<file path="config.mk">
export PLATFORM = sky130hd
export DESIGN_NAME = debounce_bank
export DESIGN_NICKNAME = d
export VERILOG_FILES = /design/src/rtl/debounce_bank.sv
export SDC_FILE = /design/constraint.sdc
export NUM_CORES = 1
export LEC_CHECK = 0
export CAP_MARGIN = 30
export CORE_UTILIZATION = 45
export DETAILED_ROUTE_END_ITERATION = 6
export PLACE_DENSITY_LB_ADDON = 0.15
export SETUP_SLACK_MARGIN = 0.4
export SLEW_MARGIN = 15
export SYNTH_ARGS = -nofsm -noshare
export SYNTH_HDL_FRONTEND = slang
export SYNTH_SLANG_ARGS = --single-unit
</file>
<file path="constraint.sdc">
create_clock -name clk -period 2.5 [get_ports clk]
set_input_delay 0.25 -clock clk [delete_from_list [all_inputs] [get_ports clk]]
set_output_delay 0.25 -clock clk [all_outputs]
set_load 0.02 [all_outputs]
</file>
<file path="src/rtl/debounce_bank.sv">
// rtl/debounce_bank.sv - multi-channel input debouncer with edge pulses and sticky event flags
//
// Purpose:
//   Each channel synchronizes a raw asynchronous input through two flops.
//   The channel then requires a mismatch between the synchronized value and
//   the current output that stays stable for UPPER_BOUND enabled ticks
//   before the output follows it.
//   Debounced edges produce one-cycle rise/fall pulses. Those pulses also
//   set sticky pending flags, which remain set until a consumer acknowledges
//   them.
//
// Ports:
//   clk          - sole clock, rising edge
//   rst          - synchronous active-high reset
//   clock_enable - debounce sample tick shared by all channels
//   in_signal    - raw asynchronous inputs, one bit per channel
//   out_signal   - debounced registered levels
//   rise / fall  - one-cycle pulses on debounced 0->1 / 1->0
//   event_valid  - high while any pending flag is set
//   event_rise   - sticky pending rise flags
//   event_fall   - sticky pending fall flags
//   event_ack    - clears pending flags (ignored when nothing is pending)

module debounce_bank #(
  parameter int                    CHANNELS    = 4,
  parameter int                    UPPER_BOUND = 16,
  parameter logic [CHANNELS-1:0]   INIT_LEVEL  = '0
) (
  input  logic                clk,
  input  logic                rst,
  input  logic                clock_enable,
  input  logic [CHANNELS-1:0] in_signal,
  output logic [CHANNELS-1:0] out_signal,
  output logic [CHANNELS-1:0] rise,
  output logic [CHANNELS-1:0] fall,
  output logic                event_valid,
  output logic [CHANNELS-1:0] event_rise,
  output logic [CHANNELS-1:0] event_fall,
  input  logic                event_ack
);

  localparam int            CW   = $clog2(UPPER_BOUND) + 1;
  localparam logic [CW-1:0] LAST = CW'(UPPER_BOUND - 1);

  logic [CHANNELS-1:0] sync_1;
  logic [CHANNELS-1:0] synch;
  logic [CW-1:0]       count [CHANNELS];
  logic                ack_take;

  // Pending flags come straight from registers, so event_ack never reaches
  // event_valid combinationally.
  assign event_valid = |{event_rise, event_fall};
  assign ack_take    = event_ack & event_valid;

  always_ff @(posedge clk) begin
    if (rst) begin
      sync_1     <= INIT_LEVEL;
      synch      <= INIT_LEVEL;
      out_signal <= INIT_LEVEL;
      rise       <= '0;
      fall       <= '0;
      event_rise <= '0;
      event_fall <= '0;
      for (int i = 0; i < CHANNELS; i++) begin
        count[i] <= '0;
      end
    end else begin
      sync_1 <= in_signal;
      synch  <= sync_1;

      for (int i = 0; i < CHANNELS; i++) begin
        rise[i] <= 1'b0;
        fall[i] <= 1'b0;
        if (synch[i] == out_signal[i]) begin
          // Any agreement discards progress, so a bounce restarts the count.
          count[i] <= '0;
        end else if (clock_enable) begin
          if (count[i] == LAST) begin
            out_signal[i] <= synch[i];
            count[i]      <= '0;
            rise[i]       <= synch[i];
            fall[i]       <= ~synch[i];
          end else begin
            count[i] <= count[i] + 1'b1;
          end
        end
      end

      // A pulse in the acknowledge cycle survives the clear.
      event_rise <= (ack_take ? '0 : event_rise) | rise;
      event_fall <= (ack_take ? '0 : event_fall) | fall;
    end
  end

endmodule

</file>
==> summary.md, run 1 <==
| Metric | Value |
|---|---|
| Outcome | `completed` |
| Fraction of layout cells with a size suffix above 1 | `0.07729` |
| CP arrival | `1.57 ns` |
| Minimum clock period | `approximately 1.8 ns` |
| CP Capture Type | `output port` |
| CTS Hold Bufs | `0` |
| Diode count | `0` |
| Clk_lat worst skew | `0.30 ns` |
| Slew margin rel. | `0.6295` |
| Vias in the first global route | `between 1000 and 1500` |
| First-pass GRT wire length | `5250 um` |
| Max-capacitance violation count | `0` |
| Maximum VDD drop | `around 340 uV` |
| Final Non-Filler Cells | `~260` |
| Synthesized cell area | `between 1500 and 2000 um2` |
| Initial DRC Count | `33` |
| Filler cells | `between 300 and 400` |
| Placed Cells | `about 250` |
| EDFF count, synth | `20` |
| Synth-to-Final Area Change | `23.44%` |
| CTS tree | `yes` |
| Largest delay contributor family on the critical path | `buffers and inverters` |
| Finished Cell Area | `2346 um2` |
| Setup Buffers After CTS | `0` |
| Part of the Yosys area used for sequential elements | `0.6109` |
| Fmax | `roughly 0.55 GHz` |
| Via density | `roughly 5` |
| Syn Inst Count | `between 150 and 200` |
| Crit Path Max Fanout | `3` |
| Leading area contributor after synthesis | `edfxtp_1` |
| CP Buf/Inv Count | `1` |
| Hold_ws | `about 0.45 ns` |
| Placer Congestion | `roughly 0.77` |
| Worst setup SP type | `flop` |
| Placed cell area | `around 2200 um2` |
| Pwr Total | `roughly 1.4 mW` |
| RSZ-0062 raised after global routing | `no` |
| Initial antenna violation count | `0` |
| Final Hold Viols | `0` |
| PwrDens | `587.8 nW/um2` |
| Leak | `~0.86 nW` |
| Ys flop type | `dfxtp_1` |
| Starting density of the core | `0.4717` |
| CP max-delay cell | `clkdlybuf4s50_1` |
| Post-route clock period utilization | `0.7297` |
| CP peak stage delay | `0.54 ns` |
| Clock Pin Slew Worst Setup and Hold Paths | `approximately 0.090 ns` |
| Drt first pass iters | `4` |
| CTS H-tree depth | `2` |
| Yosys top cell area share | `0.3160` |
| Port Buf Inserts | `28` |
| Residual DRC count | `0` |
| Post-CTS Resized | `0` |
| Clock Sinks | `48` |
| Final setup fails | `0` |
| Post-DP HPWL | `about 2300 um` |
| Final nets | `222` |
| Synth area leaders | `edfxtp_1, dfxtp_1, nor2_1` |
| WL/cell | `approximately 12 um` |
| Syn Area/Cell | `10.99 um2` |
| Final Skew | `0.01079 ns` |
| Crit Path Class | `flop to output port` |
| Synthesized flop and latch total | `between 40 and 50` |
| Most frequent cells after synthesis | `dfxtp_1, nor2_1, edfxtp_1` |
| CTS root buffer | `clkbuf_8` |
| WL final | `between 3000 and 4000 um` |
| CTS max path bufs | `2` |
| Tightest Hold Check Type | `flop to flop` |
| Largest net degree at the start of global routing | `18` |
| Reg area | `1161 um2` |
| Die Y | `around 67 um` |
| Least-Margin Pin Slew | `approximately 0.55 ns` |
| Ports | `29` |
| Remaining global-route overflow | `0` |
| FP Rows | `23` |
| Die Span X | `~67 um` |
| Area of the multi-input gates | `between 600 and 700 um2` |
| Total track usage | `0.1621` |
| Syn_nets | `189` |
| Setup TNS | `0 ns` |
| Async set-reset flop share out of synthesis | `0` |
| Slew Viols, Final | `0` |
| Netlist cell types | `18` |
| Worst Path Required | `between 2 and 2.5 ns` |
| Die area | `4488 um2` |
| Total of warnings raised by yosys | `0` |
| Core area | `approximately 4000 um2` |
| Vias | `1262` |
| ANT nets after route | `0` |
| Worst path cell trace | `nor4_1 -> nand2_1 -> clkdlybuf4s50_1` |
| CTS Buf Count | `5` |
-- registers in the layout, summed over array words and instances (netlist names) --
| register | cells |
|---|---|
| count | 20 |
| rise | 4 |
| event_rise | 4 |
| sync_1 | 4 |
| out_signal | 4 |
| fall | 4 |
| event_fall | 4 |
| synch | 4 |
-- metrics by stage --
stage / utilization / worst slack [ns]
4_1_cts: 0.5823 / 0.6613
5_1_grt: 0.5823 / 0.5687
6_report: 0.5823 / 0.6758
3_5_place_dp: 0.5559 / 0.5361
2_1_floorplan: - / 0.8670
3_3_place_gp: 0.5559 / 0.5646
-- path summary, 6_finish.rpt --
check | start | to | slack (ns) | depth (start not counted)
min | sync_1[2] | synch[2] | 0.45 | 1
max reg2reg | count[0][0] | count[0][3] | 0.72 | 5
min reg2reg | sync_1[2] | synch[2] | 0.45 | 1
max | event_rise[0] | event_valid | 0.68 | 3
-- cells in the final DEF, fill, tap and decap left out, drive strengths merged --
cell	netlist	final
clkdlybuf4s50	0	28
clkinv	0	2
ha	8	8
and3	4	4
nor2	28	28
clkbuf	3	6
xnor2	8	8
nor3b	8	8
nand2b	1	1
nand3	8	8
nor2b	9	9
xor2	4	4
dfxtp	28	28
a21oi	12	12
inv	9	9
nand2	13	13
buf	0	1
edfxtp	20	20
or3	8	8
nor4	2	2
-- metal layers --
metal  share of wire  routed length (um)  vias to the layer above  global-route usage
met3           0.040                 124                        8             0.04281
met5               0                   0                        -                   0
met2            0.49                1515                       24              0.2614
met4           0.022                  68                        0             0.08777
met1            0.45                1387                      583              0.1954
li1                -                   -                      647                   -
-- kinds of logic after synthesis --
family | synth area share
and+or+nand+nor | 0.2258
AOI/OAI and AO/OA | 0.03160
xor gates and xnor gates | 0.05530
adders and majority gates | 0.05267
buffers and inverters | 0.02370
DFF | 0.6109
-- where the power goes --
part	internal [mW]	total (mW)	leakage, nW	switching (mW)
combinational	0.0222	0.0449	0.335	0.0227
sequential	0.823	0.831	0.470	0.00807
clock	0.256	0.503	0.0540	0.247
total	1.10	1.38	0.859	0.278
-- layout make-up --
type                    instances  share of cell area
repair buffers                 29              0.1227
multi-input cells             113              0.2960
clock inverters                 2            0.005333
flip-flops and latches         48              0.4949
well taps                      50             0.02667
inverters                       9             0.01440
clock buffers                   6             0.04000
-- worst register-to-register path: stages (launching register included) --
cell and delay [ns]:
edfxtp_1 0.43, ha_1 0.24, and3_1 0.20, ha_1 0.23, or3_4 0.42, nor2_1 0.12
Note: power is estimated with default switching activity, not from simulation.
==> inputs of run 2 (changes only) <==
==> constraint.sdc (replaced) <==
create_clock -name clk -period 1.72 [get_ports clk]
set_input_delay 0.172 -clock clk [delete_from_list [all_inputs] [get_ports clk]]
set_output_delay 0.172 -clock clk [all_outputs]
set_load 0.02 [all_outputs]
==> summary.md, run 2 (same netlist as run 1, synthesis figures left out) <==
| Metric | Value |
|---|---|
| Outcome | `completed` |
| Initial antenna violation count | `0` |
| Met2 wire length | `between 1500 and 2000 um` |
| Largest net degree at the start of global routing | `15` |
| FP Rows | `23` |
| Worst setup SP type | `flop` |
| Leak | `between 1 and 1.5 nW` |
| Hold path cells | `3` |
| Crit Path Max Fanout | `5` |
| Max-capacitance violation count | `0` |
| Core area | `between 4000 and 5000 um2` |
| Least-Margin Pin Slew | `between 0.2 and 0.3 ns` |
| Total track usage | `0.1797` |
| Final nets | `~240` |
| Depth of the worst register-to-register path | `5` |
| DR WL met3 | `153 um` |
| Port Buf Inserts | `28` |
| Drt first pass iters | `4` |
| Post-route clock period utilization | `0.9447` |
| CP peak stage delay | `~0.43 ns` |
| Clk_lat worst skew | `0.30 ns` |
| Clock Pin Slew Worst Setup and Hold Paths | `0.08 ns` |
| Die Y | `66.99 um` |
| Worst Path Required | `about 1.9 ns` |
| Final Skew | `about 0.003 ns` |
| Vias in the first global route | `1276` |
| Via density | `between 4 and 5` |
| First-pass GRT wire length | `5727 um` |
| CP Launch Point | `count[3][0]` |
| Maximum VDD drop | `between 500 and 600 uV` |
| Clock Sinks | `48` |
| Pre-CTS WS | `~0.040 ns` |
| Final setup fails | `0` |
| Max reg flops | `20` |
| Fraction of layout cells with a size suffix above 1 | `0.4141` |
| Tightest Hold Check Type | `input pin to flop` |
| CP arrival | `1.78 ns` |
| CTS root buffer | `clkbuf_8` |
| Setup TNS | `0 ns` |
| Reg-to-reg critical path endpoint | `count[3][0]` |
| Initial DRC Count | `30` |
| Crit Path Class | `flop to flop` |
| Remaining global-route overflow | `0` |
| Ports | `29` |
| Fmax | `roughly 0.62 GHz` |
| M1 wire length | `~1600 um` |
| Slew Viols, Final | `0` |
| Reg with most FFs | `count` |
| Placed cell area | `roughly 2400 um2` |
| PwrDens | `~770 nW/um2` |
| Die Span X | `around 67 um` |
| Post-DP HPWL | `roughly 2500 um` |
| CTS H-tree depth | `2` |
| RSZ-0062 raised after global routing | `yes` |
| CP max-delay cell | `edfxtp_1` |
| Minimum clock period | `~1.6 ns` |
| CTS Buf Count | `5` |
| ANT nets after route | `0` |
| CTS max path bufs | `2` |
| Residual DRC count | `0` |
| Diode count | `0` |
| Final WS setup | `0.09515 ns` |
| Vias | `1367` |
| Final Hold Viols | `0` |
| Starting density of the core | `0.4717` |
| CTS tree | `yes` |
| Die area | `4488 um2` |
| CP Capture Type | `flop` |
| WL/cell | `between 10 and 15 um` |
| Highest metal used | `met4` |
| Worst R2R Start | `count[3][0]` |
| Slew margin rel. | `0.8071` |
| Placer Congestion | `around 0.76` |
| Reg-to-reg slack, setup | `between 0.09 and 0.1 ns` |
| Hold_sp | `rst` |
| Synth-to-Final Area Change | `45.23%` |
| Final core utilization | `0.6851` |
| Worst path cell trace | `ha_2 -> and3_4 -> ha_4 -> or3_4 -> nor2_1` |
| WL final | `roughly 3800 um` |
| Most frequent cells in the layout | `edfxtp_1, dlygate4sd2_1, dfxtp_1, buf_4, nor2_2` |
| Pwr Total | `around 2.1 mW` |
| WHS Endpoint | `out_signal[3]` |
| Finished Cell Area | `about 2800 um2` |
[run 2: per-stage QoR]
step | hold WS, ns | instances
final | 0.2122 | 277
after global routing | 0.2415 | 277
after CTS | 0.4141 | 272
after detailed placement | 0.4254 | 254
after global placement | 0.4280 | 254
after floorplan | 0.3002 | 173
[run 2: what timing repair did]
action | 4_1_cts | 5_1_grt
resized for setup | 34 | 46
setup endpoints to repair | 43 | 53
buffers inserted | 10 | 5
pin swaps | 12 | 13
hold endpoints to repair | 0 | 0
hold buffers | 0 | 0
[run 2: area by class of cell]
| cell class | count | area (um2) |
|---|---|---|
| clock buffer | 8 | 121.4 |
| fill | 312 | 1269 |
| inverter | 9 | 33.78 |
| multi-input combinational | 113 | 940.9 |
| sequential | 48 | 1174 |
| tap | 50 | 62.56 |
| timing repair buffer | 49 | 427.9 |
[run 2: critical path: cells and delay by family, from the launching register on]
family / cells / cell delay, ns
AND/OR/NAND/NOR: 3 / 0.69
flip-flops: 1 / 0.43
adder cells (fa/ha/maj): 2 / 0.36
[run 2: worst max path at each step]
stage                   to  slack (ns)  cells past startpoint
2_1_floorplan  count[0][0]        0.23                      5
3_3_place_gp   count[2][3]        0.08                      4
3_5_place_dp   count[2][0]        0.04                      4
4_1_cts        count[3][0]        0.14                      5
5_1_grt        count[3][0]        0.08                      5
6_report       count[3][0]         0.1                      5
[run 2: per-layer routing]
metal | global-route usage | up-vias
met4 | 0.1064 | 0
met1 | 0.1978 | 640
li1 | - | 686
met5 | 0 | -
met2 | 0.3093 | 35
met3 | 0.04452 | 6
[run 2: power breakdown]
| group | leakage, nW | switching (mW) | total, mW | internal [mW] |
|---|---|---|---|---|
| combinational | 0.602 | 0.0452 | 0.0921 | 0.0470 |
| clock | 0.0627 | 0.357 | 0.811 | 0.454 |
| sequential | 0.475 | 0.0124 | 1.21 | 1.20 |
==> inputs of run 3 (changes only) <==
--- a/config.mk
+++ b/config.mk
@@ -8,6 +8,7 @@
 export CAP_MARGIN = 30
 export CORE_UTILIZATION = 45
 export DETAILED_ROUTE_END_ITERATION = 6
+export GPL_TIMING_DRIVEN = 0
 export PLACE_DENSITY_LB_ADDON = 0.15
 export SETUP_SLACK_MARGIN = 0.4
 export SLEW_MARGIN = 15
==> summary.md, run 3 (same netlist as run 1, synthesis figures left out) <==
| Metric | Value |
|---|---|
| Clock Sinks | `48` |
| Clock Pin Slew Worst Setup and Hold Paths | `0.08 ns` |
| Ports | `29` |
| Reg-to-reg critical path endpoint | `count[0][2]` |
| Post-route clock period utilization | `0.9230` |
| CTS H-tree depth | `2` |
| Reg with most FFs | `count` |
| Final setup fails | `0` |
| Leak | `1.070 nW` |
| Commonest non-fill, non-tap cell in the layout | `dfxtp_1` |
| Crit Path Class | `flop to flop` |
| Clk_lat worst skew | `approximately 0.3 ns` |
| Remaining global-route overflow | `0` |
| Final Skew | `~0.0044 ns` |
| Final core utilization | `0.6674` |
| Slew Viols, Final | `0` |
| Worst R2R Start | `count[0][0]` |
| Initial antenna violation count | `0` |
| Slew margin rel. | `0.6864` |
| CTS tree | `yes` |
| Reg area | `between 1000 and 1500 um2` |
| Maximum VDD drop | `~440 uV` |
| Vias in the first global route | `about 1300` |
| WL final | `about 3700 um` |
| CTS Hold Bufs | `0` |
| Tightest Hold Check Type | `input pin to flop` |
| CTS Buf Count | `5` |
| Reg-to-reg slack, setup | `0.13 ns` |
| Crit Path Max Fanout | `5` |
| Least-Margin Pin Slew | `0.4705 ns` |
| Outcome | `completed` |
| Final Hold Viols | `0` |
| FP Rows | `23` |
| Final nets | `about 240` |
| Crit path to | `count[0][2]` |
| CTS max path bufs | `2` |
| Worst setup SP type | `flop` |
| CP Capture Type | `flop` |
| Diode count | `0` |
| Minimum clock period | `1.588 ns` |
| Largest net degree at the start of global routing | `16` |
| Residual DRC count | `0` |
| Die area | `around 4500 um2` |
| Placer Congestion | `just under 0.7` |
| Initial DRC Count | `69` |
| Fmax | `around 0.63 GHz` |
| PwrDens | `approximately 740 nW/um2` |
| Die Y | `approximately 67 um` |
| Synth-to-Final Area Change | `41.47%` |
| WL/cell | `between 10 and 15 um` |
| Port Buf Inserts | `28` |
| Total track usage | `0.1763` |
| Core area | `between 4000 and 5000 um2` |
| Via density | `5.131` |
| Filler cells | `between 300 and 400` |
| Worst Path Required | `around 1.9 ns` |
| Area of the multi-input gates | `932.1 um2` |
| RSZ-0062 raised after global routing | `yes` |
| Vias | `about 1400` |
| CP arrival | `roughly 1.8 ns` |
| Max reg flops | `20` |
| CP Launch Point | `count[0][0]` |
| Max-capacitance violation count | `0` |
| Die Span X | `roughly 67 um` |
| Fraction of layout cells with a size suffix above 1 | `0.3839` |
| Most frequent cells in the layout | `dfxtp_1, edfxtp_1, dlygate4sd2_1` |
| First-pass GRT wire length | `about 5700 um` |
| Final Non-Filler Cells | `about 270` |
| ANT nets after route | `0` |
| Depth of the worst register-to-register path | `5` |
| Post-DP HPWL | `around 2500 um` |
| Drt first pass iters | `4` |
| Placed Cells | `between 200 and 300` |
| CTS root buffer | `clkbuf_8` |
| Starting density of the core | `0.4717` |
[run 3: stage by stage]
step	setup slack, ns	total power [mW]	area [um2]	setup TNS, ns	hold WS [ns]
final	0.1324	1.985	2689	0	0.4147
after global routing	0.09806	2.055	2689	0	0.4223
after CTS	0.1609	1.994	2549	0	0.4039
after detailed placement	-0.05632	1.302	2328	-0.8689	0.4231
after global placement	-0.01294	1.298	2328	-0.09043	0.4222
after floorplan	0.2294	1.270	1986	0	0.3002
[run 3: cell type report]
cell class | count | share of cell area
clock inverter | 2 | 0.005584
buffer | 3 | 0.005584
sequential | 48 | 0.4342
inverter | 9 | 0.01256
clock buffer | 6 | 0.03071
tap | 50 | 0.02327
timing repair buffer | 43 | 0.1415
multi-input combinational | 113 | 0.3467
[run 3: how the worst min path moves through the flow]
stage / slack [ns] / from / depth (start not counted) / endpoint
finish: 0.41 / in_signal[2] / 2 / sync_1[2]
global route: 0.42 / in_signal[2] / 2 / sync_1[2]
CTS: 0.40 / in_signal[2] / 2 / sync_1[2]
detailed placement: 0.42 / sync_1[3] / 1 / synch[3]
global placement: 0.42 / sync_1[2] / 1 / synch[2]
floorplan: 0.30 / in_signal[0] / 1 / sync_1[0]
[run 3: critical path: stages (launching register included)]
cell,delay (ns)
edfxtp_1,0.42
ha_2,0.21
and3_4,0.19
ha_4,0.16
or3_4,0.37
nor2_1,0.11
[run 3: routing by layer]
| metal | routed length, um | up-vias | track usage |
|---|---|---|---|
| li1 | - | 686 | - |
| met1 | 1585 | 675 | 0.2161 |
| met2 | 1857 | 34 | 0.2841 |
| met3 | 140 | 11 | 0.03425 |
| met4 | 99 | 0 | 0.1064 |
| met5 | 0 | - | 0 |
[run 3: report_power, final]
part | internal, mW | switching [mW] | leakage (nW)
Sequential | 1.20 | 0.0119 | 0.473
Combinational | 0.0413 | 0.0443 | 0.554
Clock | 0.325 | 0.367 | 0.0434
Total | 1.56 | 0.423 | 1.07
[run 3: what timing repair did]
action	CTS	global route
pin swaps	9	12
endpoints found under the setup margin	53	38
setup buffers	15	0
gates resized for setup	34	42
